[src/rtl/fpu_issue_controller.sv]
// Issue controller for a fixed-latency FloatingPointUnit: accepts one request,
// times the op's latency, captures the result and holds it until the consumer takes it.
module fpu_issue_controller #(
   parameter int LAT_ADD  = 7,
   parameter int LAT_MULT = 5,
   parameter int LAT_DIV  = 28,
   parameter int LAT_CVT  = 6,
   parameter int LAT_SQRT = 28
) (
   input  logic        iClk,
   input  logic        iRstN,
   input  logic        iFlush,
   input  logic        iReqValid,
   output logic        oReqReady,
   input  logic [2:0]  iReqOp,
   input  logic [31:0] iReqSrc0,
   input  logic [31:0] iReqSrc1,
   input  logic [3:0]  iReqTag,
   output logic [2:0]  oFpuOp,
   output logic [31:0] oFpuSrc0,
   output logic [31:0] oFpuSrc1,
   input  logic [31:0] iFpuResult,
   output logic        oRspValid,
   input  logic        iRspReady,
   output logic [31:0] oRspData,
   output logic [3:0]  oRspTag,
   output logic        oRspErr,
   output logic        oBusy,
   output logic [15:0] oOpCount
);

   typedef enum logic [1:0] {IDLE, EXEC, DONE} stateT;

   localparam logic [2:0] OP_ADD  = 3'b000;
   localparam logic [2:0] OP_SUB  = 3'b001;
   localparam logic [2:0] OP_MULT = 3'b010;
   localparam logic [2:0] OP_DIV  = 3'b011;
   localparam logic [2:0] OP_FTOI = 3'b100;
   localparam logic [2:0] OP_ITOF = 3'b101;
   localparam logic [2:0] OP_SQRT = 3'b110;

   stateT       state;
   stateT       nextState;
   logic [4:0]  latCount;
   logic [4:0]  latLoad;
   logic [15:0] opCountQ;
   logic        accept;
   logic        legalOp;

   assign legalOp   = (iReqOp != 3'b111);
   assign oReqReady = (state == IDLE) && iRstN;
   assign accept    = iReqValid && oReqReady && !iFlush;
   assign oRspValid = (state == DONE);
   assign oBusy     = (state != IDLE);
   assign oOpCount  = opCountQ;

   always_comb begin
      latLoad = 5'd0;
      case (iReqOp)
         OP_ADD, OP_SUB:   latLoad = 5'(LAT_ADD);
         OP_MULT:          latLoad = 5'(LAT_MULT);
         OP_DIV:           latLoad = 5'(LAT_DIV);
         OP_FTOI, OP_ITOF: latLoad = 5'(LAT_CVT);
         OP_SQRT:          latLoad = 5'(LAT_SQRT);
         default:          latLoad = 5'd0;
      endcase
   end

   always_ff @(posedge iClk or negedge iRstN) begin
      if (!iRstN) state <= IDLE;
      else        state <= nextState;
   end

   // Flush wins over both acceptance and the response handshake.
   always_comb begin
      nextState = state;
      if (iFlush) begin
         nextState = IDLE;
      end else begin
         case (state)
            IDLE:    if (accept) nextState = legalOp ? EXEC : DONE;
            EXEC:    if (latCount == 5'd1) nextState = DONE;
            DONE:    if (iRspReady) nextState = IDLE;
            default: nextState = IDLE;
         endcase
      end
   end

   // Illegal ops leave the FPU op untouched and complete immediately with an error.
   always_ff @(posedge iClk or negedge iRstN) begin
      if (!iRstN) begin
         oFpuOp   <= 3'b000;
         oFpuSrc0 <= 32'd0;
         oFpuSrc1 <= 32'd0;
         oRspData <= 32'd0;
         oRspTag  <= 4'd0;
         oRspErr  <= 1'b0;
         latCount <= 5'd0;
         opCountQ <= 16'd0;
      end else if (iFlush) begin
         latCount <= 5'd0;
      end else if (accept) begin
         oFpuSrc0 <= iReqSrc0;
         oFpuSrc1 <= iReqSrc1;
         oRspTag  <= iReqTag;
         if (legalOp) begin
            oFpuOp   <= iReqOp;
            oRspErr  <= 1'b0;
            latCount <= latLoad;
         end else begin
            oRspData <= 32'd0;
            oRspErr  <= 1'b1;
            latCount <= 5'd0;
         end
      end else if (state == EXEC) begin
         latCount <= latCount - 5'd1;
         if (latCount == 5'd1) oRspData <= iFpuResult;
      end else if ((state == DONE) && iRspReady) begin
         opCountQ <= opCountQ + 16'd1;
      end
   end

endmodule

[config.mk]
export PLATFORM = sky130hd
export DESIGN_NAME = fpu_issue_controller
export DESIGN_NICKNAME = d
export VERILOG_FILES = /design/src/rtl/fpu_issue_controller.sv
export SDC_FILE = /design/constraint.sdc
export NUM_CORES = 1
export LEC_CHECK = 0
export CAP_MARGIN = 30
export CORE_ASPECT_RATIO = 0.6
export CORE_MARGIN = 3
export CORE_UTILIZATION = 41
export DETAILED_ROUTE_END_ITERATION = 7
export PLACE_DENSITY = 0.92
export SLEW_MARGIN = 10
export SYNTH_ARGS = -nofsm -noshare
export SYNTH_HDL_FRONTEND = slang
export SYNTH_SLANG_ARGS = --single-unit
[constraint.sdc]
create_clock -name iClk -period 2.3 [get_ports iClk]
set_input_delay 0.23 -clock iClk [delete_from_list [all_inputs] [get_ports iClk]]
set_output_delay 0.23 -clock iClk [all_outputs]
set_load 0.05 [all_outputs]
==> impl_results.md, run 1 <==
- Status: completed
- Die width: 148 µm
- Final hold viol count: 0
- TritonCTS clock tree: built
- Synth Instances: 490
- Post-Syn Area: ~5000 µm²
- Yosys top cell area share: 63.6%
- H-Tree Depth: 4
- Syn Nets: around 600
- Crit-path slowest cell: clkdlybuf4s50_1
- WP data arrival: approximately 1.9 ns
- Type of the worst min-delay path: in2async
- Final Core Density: between 70% and 80%
- DP Area: ~7500 µm²
- Area contributors post-synth: dfrtp_1, nand2_1, a22o_1
- Layout Skew: 0.0163 ns
- Synth unique cells: 33
- MaxCap Viol Count: 0
- Power Density: 1050 nW/µm²
- Critical path class: reg2out
- CTS Buf Count: 17
- Core Rows: 30
- Number of enable flip-flop cells after synthesis: 0
- Final period util: around 90%
- WL final: approximately 14 mm
- Slew @ Worst Pin: ~0.66 ns
- Synth cell count leaders: nand2_1, dfrtp_1, a22o_1
- Post-route minimum period: approximately 2.1 ns
- Design area: 8130 µm²
- Clock slew at reported path FFs: ~0.050 ns
- First-pass GRT wire length: between 20 and 25 mm
- Max FO, Critical Path: 6
- All-Layer GR Usage: between 20 and 25%
- Final GP Congestion: approximately 0.85
- Ports: 231
- RSZ-0062 raised after global routing: no
- DRT antenna net count: 0
- Area Growth Syn to Fin: 62.7%
- Synthesis Warnings: 0
- Clk_lat worst skew: a little over 0.4 ns
- Initial Util: 43.1%
- CTS Sinks: between 100 and 150
- Worst relative slew slack: 56.1%
- Critical Path Max Stage Delay: about 0.83 ns
- # fillers: slightly below 800
- GRT overflow: 0
- Layout cell share with drive strength beyond 1: 6.77%
- Most used DFF post-synth: dfrtp_1
- Most used standard cell by instance count after synthesis: nand2_1
- Vias per cell: between 4 and 5
- Remaining DRCs: 0
- Crit path cell chain: inv_1, nor2_1, clkdlybuf4s50_1
- Max Buffers Root-to-Sink: 2
- Post-CTS Setup Bufs: 0
- Core area: 11600 µm²
- CP endpoint kind: output pin
- Vias in the first global route: 4622
- Port Buffer Count: 230
- First-pass DRT Iterations: 5
- Detailed Place HPWL: about 10 mm
- Worst Path Required: 2.07 ns
- Initial detailed-routing violation count: between 200 and 300
- DIE HEIGHT: about 90 µm
- Post-synthesis sequential area ratio: between 60% and 70%
- Fin nets: 837
- Maximum VDD drop: 512 µV
- Yosys top cell by area: dfrtp_1
- Startpoint Class: register
- Syn_area_per_cell: a little over 10 µm²
- Max Slew Vio Count: 0
- DR WL/cell: between 15 and 20 µm
- Root buf cell: clkbuf_16
- Setup TNS: 0 ns
- Setup violators final: 0
- Initial antenna violation count: 0
- Highest Clock Rate: around 470 MHz
- Share of flip-flops with an asynchronous set or reset: 100%
- Die Area: approximately 14000 µm²
- # diodes: 0
- Yosys reg bits: 127
- Largest net degree at the start of global routing: 120
- Pleak: roughly 4 nW
- Via count: 4388
worst max-delay path, delay by kind of cell (launching register included):
family / cells / cell delay, ns
flip-flops: 1 / 0.42
AND/OR/NAND/NOR: 1 / 0.14
buffers and inverters: 2 / 0.95
worst paths after layout:
path                                            endpoint  depth (start not counted)                      from  slack (ns)
worst min-delay path               oFpuOp[2]$_DFFE_PN0P_                          2                     iRstN        0.26
worst max register to register  oRspData[18]$_DFFE_PN0P_                          5      state[0]$_DFFE_PN0P_        0.50
worst max-delay path                           oRspValid                          3      state[1]$_DFFE_PN0P_        0.17
max in group asynchronous        oRspData[4]$_DFFE_PN0P_                          3                     iRstN        1.13
min in group iClk                oFpuSrc0[7]$_DFFE_PN0P_                          3               iReqSrc0[7]        0.35
worst min register to register  oFpuSrc1[11]$_DFFE_PN0P_                          2  oFpuSrc1[11]$_DFFE_PN0P_        0.47
power breakdown:
part           total [mW]  leakage, nW  internal, mW  switching, mW
registers            2.89         1.65          2.63          0.256
logic                2.96         1.96          1.03           1.93
clock network        2.72        0.283          1.74          0.976
logic make-up (layout without fill, tap and decap cells):
| logic type | Yosys count | in the layout | share of synthesized area, % |
|---|---|---|---|
| AOI/OAI and AO/OA | 49 | 49 | 8.22 |
| xor gates and xnor gates | 16 | 16 | 2.81 |
| adders and majority gates | 3 | 3 | 0.752 |
| buffers and inverters | 33 | 282 | 2.86 |
| DFF | 127 | 127 | 63.6 |
| muxes | 3 | 3 | 0.676 |
| and+or+nand+nor | 259 | 259 | 21.1 |
cell type report:
class,instances,area (µm²),area share (%)
Tap cell,160,200,2.46
Clock buffer,20,447,5.50
Sequential cell,127,3180,39.1
Timing Repair Buffer,243,2440,30.0
Inverter,7,26.3,0.323
Clock inverter,12,160,1.97
Multi-Input combinational cell,330,1680,20.7
sequential cells by signal, indices dropped and copies added (netlist names):
signal    count
oFpuOp        3
oFpuSrc0     32
latCount      5
oRspTag       4
oOpCount     16
oRspErr       1
oRspData     32
state         2
oFpuSrc1     32
repair_timing:
item | CTS | global route
endpoints found under the hold margin | 8 | 0
endpoints found under the setup margin | 0 | 1
resized for setup | 0 | 1
hold buffers | 1 | 0
stage by stage:
stage                     hold slack (ns)  worst slack [ns]  power (mW)  cells
after floorplan                   -0.0656             0.475        4.67    490
after global placement             0.0930             0.321        5.81    866
after detailed placement           0.0948             0.329        5.89    866
after CTS                           0.236            0.0336        8.65    899
after global routing                0.250            0.0408        8.95    899
final                               0.263             0.174        8.57    899
placed cells by master, fill, tap and decap left out, types with 5 or more instances in the layout:
| master | n |
|---|---|
| clkdlybuf4s50_1 | 227 |
| buf_4 | 11 |
| inv_1 | 7 |
| xor2_1 | 10 |
| nand2_1 | 218 |
| clkbuf_16 | 17 |
| nor3_1 | 6 |
| dfrtp_1 | 127 |
| xnor2_1 | 6 |
| nor2_1 | 12 |
| a22o_1 | 32 |
| nand3_1 | 5 |
layer usage:
metal,global-route usage (%),vias to the layer above,wire (µm)
li1,-,2088,-
met1,26.7,2104,6030
met2,35.5,183,6820
met3,8.63,13,1280
met4,6.07,0,176
met5,0,-,0
(Power assumes the default switching activity.)
==> run 2: changes to the inputs <==
--- a/config.mk
+++ b/config.mk
@@ -10,6 +10,7 @@
 export CORE_MARGIN = 3
 export CORE_UTILIZATION = 41
 export DETAILED_ROUTE_END_ITERATION = 7
+export MAX_ROUTING_LAYER = met4
 export PLACE_DENSITY = 0.92
 export SLEW_MARGIN = 10
 export SYNTH_ARGS = -nofsm -noshare
==> constraint.sdc (replaced) <==
create_clock -name iClk -period 2.3 [get_ports iClk]
set_input_delay 0.23 -clock iClk [delete_from_list [all_inputs] [get_ports iClk]]
set_output_delay 0.23 -clock iClk [all_outputs]
set_load 0.005 [all_outputs]
==> impl_results.md, run 2 (synthesis gave the netlist of run 1 again) <==
- Max Buffers Root-to-Sink: 2 (unchanged)
- Final hold viol count: 0 (unchanged)
- DP Area: 7510 µm² (about the same)
- Largest regs: oFpuSrc0: 32 flops, oFpuSrc1: 32 flops, oRspData: 32 flops
- Worst slack at placement: 0.315 ns (-0.0140 ns)
- CTS Buf Count: 17 (unchanged)
- Die width: 148 µm (unchanged)
- Setup violators final: 0 (unchanged)
- RSZ-0062 raised after global routing: no
- All-Layer GR Usage: 21.9% (+0.24 points)
- Met3 Use GR: 8.33% (-0.30 points)
- Slew @ Worst Pin: 0.625 ns (-0.0339 ns)
- Delay-heaviest family, CP: buffers and inverters
- Initial Util: 43.1% (unchanged)
- Maximum VDD drop: 646 µV (+26%)
- Vias per cell: 4.86 (-0.34%)
- Clock slew at reported path FFs: 0.05 ns (about the same)
- Buf/Inv on CP: 1 (-1)
- # fillers: 805 (+1.4%)
- Crit-path slowest cell: clkdlybuf4s50_1
- Area Growth Syn to Fin: 63.2%
- Final period util: 89.9% (-2.6 points)
- Ports: 231 (unchanged)
- Worst Path Required: 2.07 ns (about the same)
- Via count: 4383 (-0.11%)
- RR Endpoint: oRspData[23]$_DFFE_PN0P_
- Type of the worst min-delay path: in2async
- Max FO, Critical Path: 9 (+3)
- Remaining DRCs: 0 (unchanged)
- Port Buffer Count: 230 (unchanged)
- Most frequent cells in the layout: clkdlybuf4s50_1, nand2_1, dfrtp_1
- Post-CTS Setup Bufs: 0 (unchanged)
- Die Area: 13600 µm² (unchanged)
- Initial detailed-routing violation count: 235 (-8.2%)
- First-pass DRT Iterations: 6 (+1)
- Initial antenna violation count: 0 (unchanged)
- CTS Sinks: 127 (unchanged)
- Final GP Congestion: 0.864 (+1.1%)
- Largest net degree at the start of global routing: 54 (-55%)
- Reg2reg path depth: 5 (unchanged)
- WP data arrival: 1.84 ns (-0.06 ns)
- # diodes: 0 (unchanged)
- Max Slew Vio Count: 0 (unchanged)
- Core area: 11600 µm² (unchanged)
- Fin nets: 839 (+0.24%)
- First-pass GRT wire length: 22.9 mm (-2.3%)
- CP endpoint kind: output pin
- Vias in the first global route: 4571 (-1.1%)
- Crit path cell chain: or2_1, nor2_1, clkdlybuf4s50_1
- Detailed Place HPWL: 10.6 mm (+1.2%)
- Layout Skew: 0.0111 ns (-0.00517 ns)
- Critical path class: reg2out
- Critical Path Max Stage Delay: 0.52 ns (-0.31 ns)
- Layout cell share with drive strength beyond 1: 6.88% (+0.12 points)
- Root buf cell: clkbuf_16
- Setup TNS: 0 ns (unchanged)
- DR WL/cell: 15.7 µm (-1.3%)
- MaxCap Viol Count: 0 (unchanged)
- TritonCTS clock tree: built
- Clk_lat worst skew: 0.40 ns (about the same)
- Worst R2R Start: state[0]$_DFFE_PN0P_
- Core Rows: 30 (unchanged)
- Status: completed
- R2R Setup Slk: 0.50 ns (about the same)
- DIE HEIGHT: 91.5 µm (unchanged)
- Design area: 8150 µm² (+0.31%)
- Highest Clock Rate: 484 MHz (+2.9%)
- Most common cell after layout, fill and taps aside: clkdlybuf4s50_1
- GRT overflow: 0 (unchanged)
- H-Tree Depth: 4 (unchanged)
- Power Density: 895 nW/µm² (-15%)
- DRT antenna net count: 0 (unchanged)
- GR Util met1: 26.8% (+0.086 points)
- Fin worst setup slack: 0.233 ns (+0.0592 ns)
- Global route hottest layer: met2
- WL final: 14.2 mm (-1.0%)
- GR Layer Usage met2: 34.7% (-0.79 points)
- Worst relative slew slack: 58.3% (+2.3 points)
- Startpoint Class: register
- Post-route minimum period: 2.07 ns (-0.0592 ns)
- Pleak: 3.89 nW (about the same)
run 2: cell types whose count changed in the layout (fill, tap and decap cells not counted):
cell,delta
buf_12,-1
buf_4,+2
bufinv_16,+1
clkdlybuf4s50_1,+2
clkinvlp_4,-1
dlymetal6s2s_1,-1
run 2: worst max path at each step:
stage,start,endpoint,slack (ns),cells past startpoint
6_report,state[0]$_DFFE_PN0P_,oReqReady,0.23,3
5_1_grt,state[0]$_DFFE_PN0P_,oReqReady,0.11,3
4_1_cts,state[0]$_DFFE_PN0P_,oReqReady,0.22,3
3_5_place_dp,iFlush,oOpCount[15]$_DFFE_PN0P_,0.32,6
3_3_place_gp,iFlush,oOpCount[15]$_DFFE_PN0P_,0.32,6
2_1_floorplan,state[0]$_DFFE_PN0P_,oRspData[0]$_DFFE_PN0P_,0.61,7
run 2: area by class of cell:
| type | count | area (µm²) | share of cell area, % |
|---|---|---|---|
| clock buffers | 20 | 447 | 5.48 |
| clock inverters | 12 | 183 | 2.24 |
| inverters | 7 | 26.3 | 0.322 |
| multi-input cells | 330 | 1680 | 20.6 |
| flip-flops and latches | 127 | 3180 | 39.0 |
| well taps | 160 | 200 | 2.46 |
| repair buffers | 245 | 2440 | 29.9 |
run 2: routing by layer:
metal,part of all wire [%],up-vias
li1,-,2082
met1,43,2122
met2,48,171
met3,8.5,8
met4,0.82,0
met5,0,-
run 2: where the power goes:
part	internal [mW]	leakage, nW	switching, mW
clock	1.85	0.297	0.970
sequential	2.63	1.65	0.242
combinational	1.03	1.95	0.568
run 2: what timing repair did:
item                                   in CTS  in global routing
gates resized for setup                     0                  0
hold buffers                                1                  0
endpoints found under the hold margin       8                  0
run 2: through the flow:
stage / power, mW / utilization, % / hold slack [ns] / cells
2_1_floorplan: 3.33 / - / -0.0656 / 490
3_3_place_gp: 4.45 / 64.8 / 0.0925 / 868
3_5_place_dp: 4.52 / 64.8 / 0.0952 / 868
4_1_cts: 7.38 / 70.3 / 0.235 / 901
5_1_grt: 7.66 / 70.3 / 0.273 / 901
6_report: 7.30 / 70.3 / 0.266 / 901
==> run 3: changes to the inputs <==
--- a/config.mk
+++ b/config.mk
@@ -12,7 +12,8 @@
 export DETAILED_ROUTE_END_ITERATION = 7
 export MAX_ROUTING_LAYER = met4
 export PLACE_DENSITY = 0.92
-export SLEW_MARGIN = 10
+export SKIP_CTS_REPAIR_TIMING = 1
+export SLEW_MARGIN = 20
 export SYNTH_ARGS = -nofsm -noshare
 export SYNTH_HDL_FRONTEND = slang
 export SYNTH_SLANG_ARGS = --single-unit
==> impl_results.md, run 3 (synthesis gave the netlist of run 1 again) <==
- Type of the worst min-delay path: in2async
- Worst relative slew slack: 58.3% (about the same)
- First-pass GRT wire length: 22.9 mm (-0.12%)
- Critical Path Max Stage Delay: 0.52 ns (about the same)
- Clk_lat worst skew: 0.40 ns (about the same)
- Worst Path Required: 2.07 ns (about the same)
- Crit-path slowest cell: clkdlybuf4s50_1
- DP Area: 7510 µm² (unchanged)
- Setup TNS: 0 ns (unchanged)
- Via count: 4384 (+0.023%)
- Clock slew at reported path FFs: 0.05 ns (about the same)
- Vias per cell: 4.87 (about the same)
- Fin nets: 839 (unchanged)
- First-pass DRT Iterations: 6 (unchanged)
- Buf/Inv on CP: 1 (unchanged)
- WL final: 14.2 mm (about the same)
- Maximum VDD drop: 646 µV (about the same)
- Layout cell share with drive strength beyond 1: 6.88% (unchanged)
- Port Buffer Count: 230 (unchanged)
- DRT antenna net count: 0 (unchanged)
- Root buf cell: clkbuf_16
- Delay-heaviest family, CP: buffers and inverters
- Min Hold Slack: 0.272 ns (+0.00598 ns)
- Largest regs: oFpuSrc0: 32 flops, oFpuSrc1: 32 flops, oRspData: 32 flops
- Final GP Congestion: 0.864 (unchanged)
- Max Slew Vio Count: 0 (unchanged)
- Core Rows: 30 (unchanged)
- Power Density: 895 nW/µm² (about the same)
- Detailed Place HPWL: 10.6 mm (unchanged)
- R2R Setup Slk: 0.50 ns (about the same)
- Ports: 231 (unchanged)
- Fin worst setup slack: 0.233 ns (+0.000237 ns)
- Critical path class: reg2out
- Status: completed
- Most frequent cells in the layout: clkdlybuf4s50_1, nand2_1, dfrtp_1
- Largest net degree at the start of global routing: 54 (unchanged)
- Post-route minimum period: 2.07 ns (-0.000237 ns)
- Most common cell after layout, fill and taps aside: clkdlybuf4s50_1
- Initial detailed-routing violation count: 232 (-1.3%)
- Vias in the first global route: 4561 (-0.22%)
- GRT overflow: 0 (unchanged)
- Worst slack at placement: 0.315 ns (unchanged)
- Design area: 8150 µm² (unchanged)
- Max Buffers Root-to-Sink: 2 (unchanged)
- Final hold viol count: 0 (unchanged)
- Initial Util: 43.1% (unchanged)
- Layout Skew: 0.0111 ns (-0.0000247 ns)
- Final period util: 89.9% (about the same)
- DIE HEIGHT: 91.5 µm (unchanged)
- Worst R2R Start: state[0]$_DFFE_PN0P_
- Total Power: 7.30 mW (about the same)
- Crit path cell chain: or2_1, nor2_1, clkdlybuf4s50_1
- Reg2reg path depth: 5 (unchanged)
- Initial antenna violation count: 0 (unchanged)
- Slew @ Worst Pin: 0.625 ns (-0.00000656 ns)
- TritonCTS clock tree: built
- Die width: 148 µm (unchanged)
- Die Area: 13600 µm² (unchanged)
- Setup violators final: 0 (unchanged)
- Startpoint Class: register
- CTS Buf Count: 17 (unchanged)
- CTS Sinks: 127 (unchanged)
- DR WL/cell: 15.7 µm (about the same)
- Pleak: 3.89 nW (unchanged)
- RSZ-0062 raised after global routing: no
- All-Layer GR Usage: 21.9% (-0.033 points)
- Remaining DRCs: 0 (unchanged)
- # diodes: 0 (unchanged)
- Area Growth Syn to Fin: 63.2% (unchanged)
- WP data arrival: 1.84 ns (about the same)
- CP endpoint kind: output pin
- Max FO, Critical Path: 9 (unchanged)
- RR Endpoint: oRspData[23]$_DFFE_PN0P_
- H-Tree Depth: 4 (unchanged)
- Highest Clock Rate: 484 MHz (about the same)
- MaxCap Viol Count: 0 (unchanged)
- Core area: 11600 µm² (unchanged)
==> run 3: cell counts in the layout (fill, tap and decap cells not counted) <==
Identical to the previous run, type by type.
==> run 3: how the worst max path moves through the flow <==
stage / end / depth (start not counted) / slack [ns] / startpoint
2_1_floorplan: oRspData[0]$_DFFE_PN0P_ / 7 / 0.61 / state[0]$_DFFE_PN0P_
3_3_place_gp: oOpCount[15]$_DFFE_PN0P_ / 6 / 0.32 / iFlush
3_5_place_dp: oOpCount[15]$_DFFE_PN0P_ / 6 / 0.32 / iFlush
4_1_cts: oReqReady / 3 / 0.22 / state[0]$_DFFE_PN0P_
5_1_grt: oReqReady / 3 / 0.11 / state[0]$_DFFE_PN0P_
6_report: oReqReady / 3 / 0.23 / state[0]$_DFFE_PN0P_
==> run 3: metrics by stage <==
step,cells,util [%]
final,901,70.3
after global routing,901,70.3
after CTS,900,70.2
after detailed placement,868,64.8
after global placement,868,64.8
after floorplan,490,-
==> run 3: routing by layer <==
layer / share of wire [%] / track usage [%]
met4: 0.82 / 5.23
met2: 48 / 34.6
met5: 0 / -
met3: 8.4 / 8.33
met1: 43 / 26.8
==> run 3: layout make-up <==
class / count / area, µm²
tap: 160 / 200
multi-input combinational: 330 / 1680
inverter: 7 / 26.3
timing repair buffer: 245 / 2440
fill: 805 / 3450
sequential: 127 / 3180
clock inverter: 12 / 183
clock buffer: 20 / 447
==> run 3: report_power, final <==
group,internal [mW],total (mW),switching (mW)
registers,2.63,2.88,0.242
clock network,1.85,2.82,0.970
logic,1.03,1.60,0.568
total,5.52,7.30,1.78
